**config.mk**
```make
export PLATFORM = sky130hd
export DESIGN_NAME = cla_app_accum_sched
export DESIGN_NICKNAME = d
export VERILOG_FILES = /design/src/rtl/cla_app_accum_sched_pkg.sv /design/src/rtl/carry_look_ahead_16bit.sv /design/src/rtl/cla_app_accum_sched_arb.sv /design/src/rtl/cla_app_accum_sched.sv
export SDC_FILE = /design/constraint.sdc
export NUM_CORES = 1
export LEC_CHECK = 0
export BUFFER_PORTS_ARGS = -buffer_cell sky130_fd_sc_hd__buf_4
export CAP_MARGIN = 5
export CORE_MARGIN = 3
export CORE_UTILIZATION = 52
export DETAILED_ROUTE_END_ITERATION = 12
export PLACE_DENSITY = 0.87
export SYNTH_ARGS = -nofsm -noshare
export SYNTH_HDL_FRONTEND = slang
export SYNTH_HIERARCHICAL = 1
export SYNTH_SLANG_ARGS = --single-unit
```
**constraint.sdc**
```tcl
create_clock -name clk -period 4.9 [get_ports clk]
set_clock_uncertainty 0.05 [all_clocks]
set_input_delay 0.245 -clock clk [delete_from_list [all_inputs] [get_ports clk]]
set_output_delay 0.245 -clock clk [all_outputs]
set_load 0.005 [all_outputs]
```
**src/rtl/cla_app_accum_sched_pkg.sv**
```systemverilog
// Shared types and helpers for the accumulate scheduler: FSM encoding, datapath width, clog2.
package cla_app_accum_sched_pkg;
  typedef enum logic [1:0] {IDLE = 2'd0, BUSY = 2'd1, DONE = 2'd2} state_t;

  // The shared adder is a fixed 16-bit instance; the datapath is tied to it.
  localparam int DW = 16;

  function automatic int clog2(input int n);
    int r;
    r = 0;
    for (int i = 0; i < 31; i++)
      if ((1 << i) < n) r = i + 1;
    return r;
  endfunction
endpackage

```
**src/rtl/carry_look_ahead_16bit.sv**
```systemverilog
// Approximate 16-bit adder: lower 12 bits are a carry-free OR, upper 4 bits are an exact
// lookahead adder whose carry-in is generated from bit 11.
module carry_look_ahead_16bit (
  input  logic [15:0] a,
  input  logic [15:0] b,
  input  logic        cin,
  output logic [15:0] sum,
  output logic        cout
);
  logic [3:0] p, g;
  logic [4:0] c;

  assign sum[11:0] = a[11:0] | b[11:0] | {11'b0, cin};

  assign p    = a[15:12] ^ b[15:12];
  assign g    = a[15:12] & b[15:12];
  assign c[0] = a[11] & b[11];
  assign c[1] = g[0] | (p[0] & c[0]);
  assign c[2] = g[1] | (p[1] & g[0]) | (p[1] & p[0] & c[0]);
  assign c[3] = g[2] | (p[2] & g[1]) | (p[2] & p[1] & g[0]) | (p[2] & p[1] & p[0] & c[0]);
  assign c[4] = g[3] | (p[3] & g[2]) | (p[3] & p[2] & g[1]) | (p[3] & p[2] & p[1] & g[0])
              | (p[3] & p[2] & p[1] & p[0] & c[0]);

  assign sum[15:12] = p ^ c[3:0];
  assign cout       = c[4];
endmodule

```
**src/rtl/cla_app_accum_sched_arb.sv**
```systemverilog
// Combinational round-robin pick: first set request at or above ptr, wrapping at NREQ.
module rr_arbiter #(
  parameter int NREQ = 4,
  parameter int IDW  = 2
) (
  input  logic [NREQ-1:0] req,
  input  logic [IDW-1:0]  ptr,
  output logic [NREQ-1:0] gnt,
  output logic [IDW-1:0]  id,
  output logic            any
);
  always_comb begin
    int idx;
    gnt = '0;
    id  = '0;
    any = 1'b0;
    idx = 0;
    for (int k = 0; k < NREQ; k++) begin
      idx = int'(ptr) + k;
      if (idx >= NREQ) idx = idx - NREQ;
      if (!any && req[idx[IDW-1:0]]) begin
        any                 = 1'b1;
        gnt[idx[IDW-1:0]] = 1'b1;
        id                  = idx[IDW-1:0];
      end
    end
  end
endmodule

```
**src/rtl/cla_app_accum_sched.sv**
```systemverilog
// Round-robin scheduler sharing one approximate adder among NREQ burst requesters;
// accumulates a granted burst and returns the tagged sum with a sticky carry flag.
module cla_app_accum_sched
  import cla_app_accum_sched_pkg::*;
#(
  parameter int  NREQ = 4,
  parameter int  W    = DW,
  localparam int IDW  = clog2(NREQ)
) (
  input  logic              clk,
  input  logic              rst,
  input  logic [NREQ-1:0]   req_valid,
  input  logic [NREQ-1:0]   req_last,
  input  logic [NREQ*W-1:0] req_data,
  output logic [NREQ-1:0]   req_ready,
  output logic              res_valid,
  input  logic              res_ready,
  output logic [W-1:0]      res_data,
  output logic [IDW-1:0]    res_id,
  output logic              res_ovf
);
  state_t          state, nstate;
  logic [IDW-1:0]  rr_ptr, gnt, arb_id;
  logic [NREQ-1:0] gnt_oh, arb_gnt;
  logic            arb_any;
  logic [W-1:0]    acc, opd, sum;
  logic            ovf, cout, beat;

  rr_arbiter #(.NREQ(NREQ), .IDW(IDW)) u_arb (
    .req(req_valid), .ptr(rr_ptr), .gnt(arb_gnt), .id(arb_id), .any(arb_any)
  );

  // Operand mux keyed only on the latched grant, so idle lanes never reach the adder.
  assign opd  = req_data[int'(gnt)*W +: W];
  assign beat = (state == BUSY) && req_valid[gnt];

  carry_look_ahead_16bit u_add (
    .a(acc), .b(opd), .cin(1'b0), .sum(sum), .cout(cout)
  );

  always_comb begin
    nstate    = state;
    req_ready = '0;
    res_valid = 1'b0;
    case (state)
      IDLE: if (arb_any) nstate = BUSY;
      BUSY: begin
        req_ready = gnt_oh;
        if (beat && req_last[gnt]) nstate = DONE;
      end
      DONE: begin
        res_valid = 1'b1;
        if (res_ready) nstate = IDLE;
      end
      default: nstate = IDLE;
    endcase
  end

  always_ff @(posedge clk or posedge rst) begin
    if (rst) begin
      state  <= IDLE;
      rr_ptr <= '0;
      gnt    <= '0;
      gnt_oh <= '0;
      acc    <= '0;
      ovf    <= 1'b0;
    end else begin
      state <= nstate;
      case (state)
        IDLE: if (arb_any) begin
          gnt    <= arb_id;
          gnt_oh <= arb_gnt;
          acc    <= '0;
          ovf    <= 1'b0;
        end
        BUSY: if (beat) begin
          acc <= sum;
          ovf <= ovf | cout;
        end
        DONE: if (res_ready)
          rr_ptr <= (gnt == IDW'(NREQ - 1)) ? '0 : gnt + 1'b1;
        default: ;
      endcase
    end
  end

  assign res_data = acc;
  assign res_id   = gnt;
  assign res_ovf  = ovf;
endmodule

```
* Word level (Yosys, flattened, before mapping)
Index checks and enable logic that the tools add are counted.
Word-level totals: register bits after elaboration 27, input port bits 75, output and inout port bits 24, logic and storage cells 137
Cells by class: $add $sub $neg 8, order comparisons 13, eq/ne operators 7, shift-type cells 1, multiplexer cells 49, bitwise gates (word level) 35, reduce and logical (&&, ||, !) cells 18
Operators by type and width (number):
- indexed part select 64 x 7 -> 16 bit | 1
- 2-to-1 mux 16 bit | 2
- case mux 16 bit (2 select lines) | 1
- 2-to-1 mux 2 bit | 12
- 2-to-1 mux 4 bit | 5
- bitwise AND 1 bit | 17
- 2-to-1 mux 1 bit | 17
- less-than comparator 2 x 3 -> 1 bit (second input constant) | 5
- binary-select mux 1 bit (select 2 bit) | 6
- OR 12 bit | 1
- OR 4 bit | 3
- OR 1 bit | 11
- >= comparator 3 bit (second input constant) | 3
- logical AND 1 bit | 9
- demux 1 bit (select 2 bit) | 4
- >= comparator 2 x 1 -> 1 bit (second input constant) | 4
- subtractor 2 x 1 -> 2 bit (second input constant) | 4
- bitwise XOR 4 bit | 2
- adder 2 x 2 -> 3 bit (second input constant) | 2
- != test 2 bit (second input constant) | 3
- case mux 2 bit (3 select lines) | 1
- AND reduction 3 bit | 2
- bitwise AND 4 bit | 1
- == test 2 bit (second input constant) | 2
- 10 further kinds | 13

* Longest topological paths before layout
depth in word-level cells 16, gate-level depth with buffers 12, depth with buffers taken out 8

* Modules after synthesis
The synthesis kept the hierarchy.
Modules (own cells, without submodules):
- cla_app_accum_sched | times used 1, cells each 118, area an instance 1601.5 µm², seq. area each 675.6 µm²
- rr_arbiter | times used 1, cells each 45, area an instance 421.7 µm², seq. area each 0.0 µm²
- carry_look_ahead_16bit | times used 1, cells each 32, area an instance 250.2 µm², seq. area each 0.0 µm²

* Worst setup path after synthesis
Ideal clock, no wire load.
path kind reg2reg, from register gnt[0], in the netlist res_id[0], to register acc[15], in the netlist res_data[15], setup time 0.120 ns, arrival time 2.694 ns, required time 4.730 ns, path slack 2.036 ns, cell stages (with the launch flop) 10, path buffers 2, clock period less this slack 2.864 ns, cells stage by stage dfrtp_1 buf_2 buf_4 mux4_2 ha_1 a311o_1 a21oi_2 xnor2_1 and3_1 a31o_2
Between the ends: elaborated cells between the ends (all ways) 20, classes of those cells eq/ne (1); shift (1); mux (4); bitwise (12); reduce/logical (2)
RTL lines:
- start, declared | RTL line cla_app_accum_sched.sv:23 | logic [IDW-1:0] rr_ptr, gnt, arb_id;
- start signal, assigned | RTL line cla_app_accum_sched.sv:71 | gnt <= arb_id;
- indexed part select 64 x 7 -> 16 bit * | RTL line cla_app_accum_sched.sv:34 | assign opd = req_data[int'(gnt)*W +: W];
- net opd[12] | RTL line cla_app_accum_sched.sv:26 | logic [W-1:0] acc, opd, sum;
- bitwise AND 4 bit / bitwise XOR 4 bit (equally long branches) | RTL line carry_look_ahead_16bit.sv:16, carry_look_ahead_16bit.sv:15
- bitwise AND 1 bit | RTL line carry_look_ahead_16bit.sv:20 | assign c[3] = g[2] | (p[2] & g[1]) | (p[2] & p[1] & g[0]) | (p[2] & p[1] & p[0] & c[0]);
- OR 1 bit / bitwise AND 1 bit (equally long branches) | RTL line carry_look_ahead_16bit.sv:20
- OR 1 bit * | RTL line carry_look_ahead_16bit.sv:20
- bitwise XOR 4 bit * | RTL line carry_look_ahead_16bit.sv:24 | assign sum[15:12] = p ^ c[3:0];
- net sum[15] | RTL line cla_app_accum_sched.sv:26
- 2-to-1 mux 16 bit * | RTL line cla_app_accum_sched.sv:76 | BUSY: if (beat) begin
- case mux 16 bit (2 select lines) * | RTL line cla_app_accum_sched.sv:69 | case (state)
- end signal, assigned | RTL line cla_app_accum_sched.sv:77 | acc <= sum;
- end, declared | RTL line cla_app_accum_sched.sv:26
Mark *: on every way through the listed nets, which the timed path passes. The rest lies on a longest branch. The select of a mux whose other input is x is not followed. A chain may end at the register's enable or synchronous reset.

* Worst setup path in the final report
from register rr_ptr[0], to register gnt_oh[2]
Between the ends: longest elaborated chain between the ends 15, elaborated cells between the ends (all ways) 61, classes of those cells add/sub (7); order compare (12); mux (28); bitwise (3); reduce/logical (11)
Ends and longest elaborated chain:
- start, declared | RTL line cla_app_accum_sched.sv:23
- start signal, assigned | RTL line cla_app_accum_sched.sv:81 | rr_ptr <= (gnt == IDW'(NREQ - 1)) ? '0 : gnt + 1'b1;
- parallel branches: the longest is 13 deep, another holds adder 2 x 1 -> 3 bit
- 2-to-1 mux 1 bit * | RTL line cla_app_accum_sched_arb.sv:21 | if (!any && req[idx[IDW-1:0]]) begin
- net arb_any | RTL line cla_app_accum_sched.sv:25 | logic arb_any;
- AND reduction 2 bit (no source line) *
- end signal, assigned | RTL line cla_app_accum_sched.sv:72 | gnt_oh <= arb_gnt;
- end, declared | RTL line cla_app_accum_sched.sv:24 | logic [NREQ-1:0] gnt_oh, arb_gnt;
Mark *: on every way through the listed nets, which the timed path passes. The select of a mux whose other input is x is not followed.

==> results.json <==
{
  "status": "finished, final reports clean",
  "peakVddDrop_mv": 0.2645,
  "dp_hpwl_um": 4427,
  "boundaryPins": 99,
  "max_slew.worst_pin.slew_ns": 0.9890,
  "antenna_cells": 0,
  "start_kind": "flop",
  "gp_congestion": 0.8328,
  "pre_cts_slack_ns": 1.606,
  "tns_ns": 0,
  "syn_area_per_cell_um2": 11.66,
  "die_area_um2": 5201,
  "cellLeakagePower_nw": 1.484,
  "yosys_warnings": 6,
  "synthFlopType": "dfrtp_1",
  "port-buffer-count": 98,
  "wl_per_cell_um": 17.08,
  "max_cap_viol_count": 0,
  "power_density_nw_per_um2": 566.1,
  "htreeDepth": 1,
  "hold_viol": 0,
  "synth_cells": 195,
  "layout.nets": 374,
  "clock_latency_ns": 0.28,
  "antenna_found_initial": 0,
  "max_freq_mhz": 300.2,
  "r2r_slack_ns": 1.57,
  "yosys-top-cells-area": "dfrtp_1 (30%), mux4_2 (20%), ha_1 (6.1%)",
  "r2r-start": "rr_ptr[0]",
  "grt_max_degree": 28,
  "ctsResizeCount": 0,
  "ys_async_sr_fraction_pct": 100.0,
  "drt-total-wl_um": 5740,
  "postCtsSetupRepairBufs": 0,
  "fin_crit_sh_pct": 67.99,
  "ant_nets": 0,
  "synth_most_common_cell": "dfrtp_1",
  "tritoncts": "yes",
  "hold_slack_ns": 0.1383,
  "cts.sinks": 27,
  "r2r_end": "gnt_oh[2]",
  "overflow": 0,
  "cp-end-kind": "flop",
  "slew_headroom_pct": 34.00,
  "dp_cells": 332,
  "yosysTopAreaCellShare_pct": 29.72,
  "ys_seq_area_share_pct": 29.72,
  "endpoint": "gnt_oh[2]",
  "firstDrtPassIters": 4,
  "cp_data_arrival_time_ns": 3.45,
  "wl_met3_um": 234,
  "core_area_um2": 4115,
  "cts_buffer_depth": 2,
  "slew_viol_final": 0,
  "hp-class": "in2async",
  "synth_top_area_cell": "dfrtp_1",
  "ys_top_cells_by_count": "dfrtp_1 (27), mux4_2 (20), and3_1 (16)",
  "instances_no_fill": 336,
  "worstPathMaxFanout": 23,
  "cp.required_ns": 5.02,
  "grt_pass1_wl_um": 9342,
  "routed-via-count": 1992,
  "rsz0062_at_grt": "no",
  "fin_crit_ns": 3.331,
  "cts-root-buf": "clkbuf_8",
  "ys_seq_elements": 27,
  "die-width_um": 72.12,
  "synth_edf_count": 0,
  "syn_nets": 282,
  "syn-cell-area_um2": 2273,
  "worstRegToRegCells": 8,
  "setup_viol": 0,
  "wl_met1_um": 2295,
  "cts_buffers": 3,
  "ctsHoldBuffers": 0,
  "die_height_um": 72.12,
  "drive_gt1_share_pct": 54.20,
  "ys_types": 45,
  "drt-initial-drc-count": 77,
  "globalRouteTotalUtil_pct": 22.58,
  "startpoint": "rr_ptr[0]",
  "postLayoutSetupSlackWorst_ns": 1.569,
  "clk_pin_slew_ns": 0.10,
  "fillers": 308,
  "syn_to_final_growth_pct": 34.34,
  "wl_met2_um": 3092,
  "critPathKind": "reg2reg",
  "viasPerCell": 5.929,
  "start_util_pct": 55.24,
  "top_layer_used": "met4",
  "grt_pass1_vias": 2189,
  "drc": 0,
  "rows": 23
}
## worst max-delay path: stages (launching register included)
cell,delay [ns]
dfrtp_1,0.68
inv_1,0.13
ha_1,0.37
mux4_2,0.43
nor3_1,0.29
nand2b_1,0.09
nand2b_1,0.08
or2_1,0.68
mux2_2,0.41
## power by group
group | leakage, nW | internal [mW] | total [mW] | switching [mW]
clock network | 0.0217 | 0.0578 | 0.130 | 0.0719
registers | 0.344 | 0.318 | 0.436 | 0.118
logic | 1.12 | 0.650 | 1.16 | 0.514
total | 1.48 | 1.03 | 1.73 | 0.703
## how the worst min path moves through the flow
stage	from	to	slack, ns	cells after the start
floorplan	rst	gnt_oh[0]	0.25	1
global placement	gnt_oh[0]	gnt_oh[0]	0.42	1
detailed placement	gnt_oh[3]	gnt_oh[3]	0.44	1
CTS	rst	rr_ptr[1]	0.17	2
global route	rst	rr_ptr[1]	0.22	2
finish	rst	rr_ptr[1]	0.14	2
## layout make-up
type | count | area, µm² | share of cell area, %
well taps | 50 | 62.56 | 2.048
flip-flops and latches | 27 | 675.6 | 22.12
clock inverters | 1 | 7.507 | 0.2458
repair buffers | 101 | 758.2 | 24.83
inverters | 9 | 33.78 | 1.106
multi-input cells | 145 | 1475 | 48.30
clock buffers | 3 | 41.29 | 1.352
## placed cells by master (no fill, tap or decap), types with 2 or more instances in the layout
cell type | netlist | routed
a22oi_1 | 8 | 8
a31o_1 | 8 | 8
a31o_2 | 9 | 9
and2_1 | 5 | 5
and3_1 | 16 | 16
buf_4 | 3 | 101
clkbuf_8 | 0 | 3
dfrtp_1 | 27 | 27
ha_1 | 11 | 11
inv_1 | 9 | 9
mux2_1 | 3 | 3
mux2_2 | 6 | 6
mux2i_1 | 2 | 2
mux4_1 | 2 | 2
mux4_2 | 20 | 20
nand2_1 | 3 | 3
nand2b_1 | 4 | 4
nor2_1 | 4 | 4
nor2b_1 | 3 | 3
o21ai_0 | 6 | 6
or2_2 | 11 | 11
xnor2_1 | 3 | 3
## sequential cells by signal, summed over array words and instances (netlist names)
signal / flops
rr_ptr: 2
res_data: 16
gnt_oh: 4
res_id: 2
state: 2
res_ovf: 1
## per-layer routing
layer,GRT usage [%],vias to the layer above
li1,-,932
met1,26.57,986
met2,39.74,62
met3,4.294,12
met4,10.23,0
met5,0,-
## through the flow
stage               cell area, µm²  power (mW)  util [%]
floorplan                     2273       1.304         -
global placement              3005       1.555     73.03
detailed placement            3005       1.599     73.03
CTS                           3054       1.737     74.22
global route                  3054       1.869     74.22
finish                        3054       1.729     74.22
## kinds of logic after synthesis
kind of cell	synth area share, %
mux	27.46
flops	29.72
compound gates	14.31
xor+xnor	1.156
fa+ha+maj	6.934
buf+inv	5.393
simple gates	14.86
other cells	0.1649
Note: power is estimated with default switching activity, not from simulation.
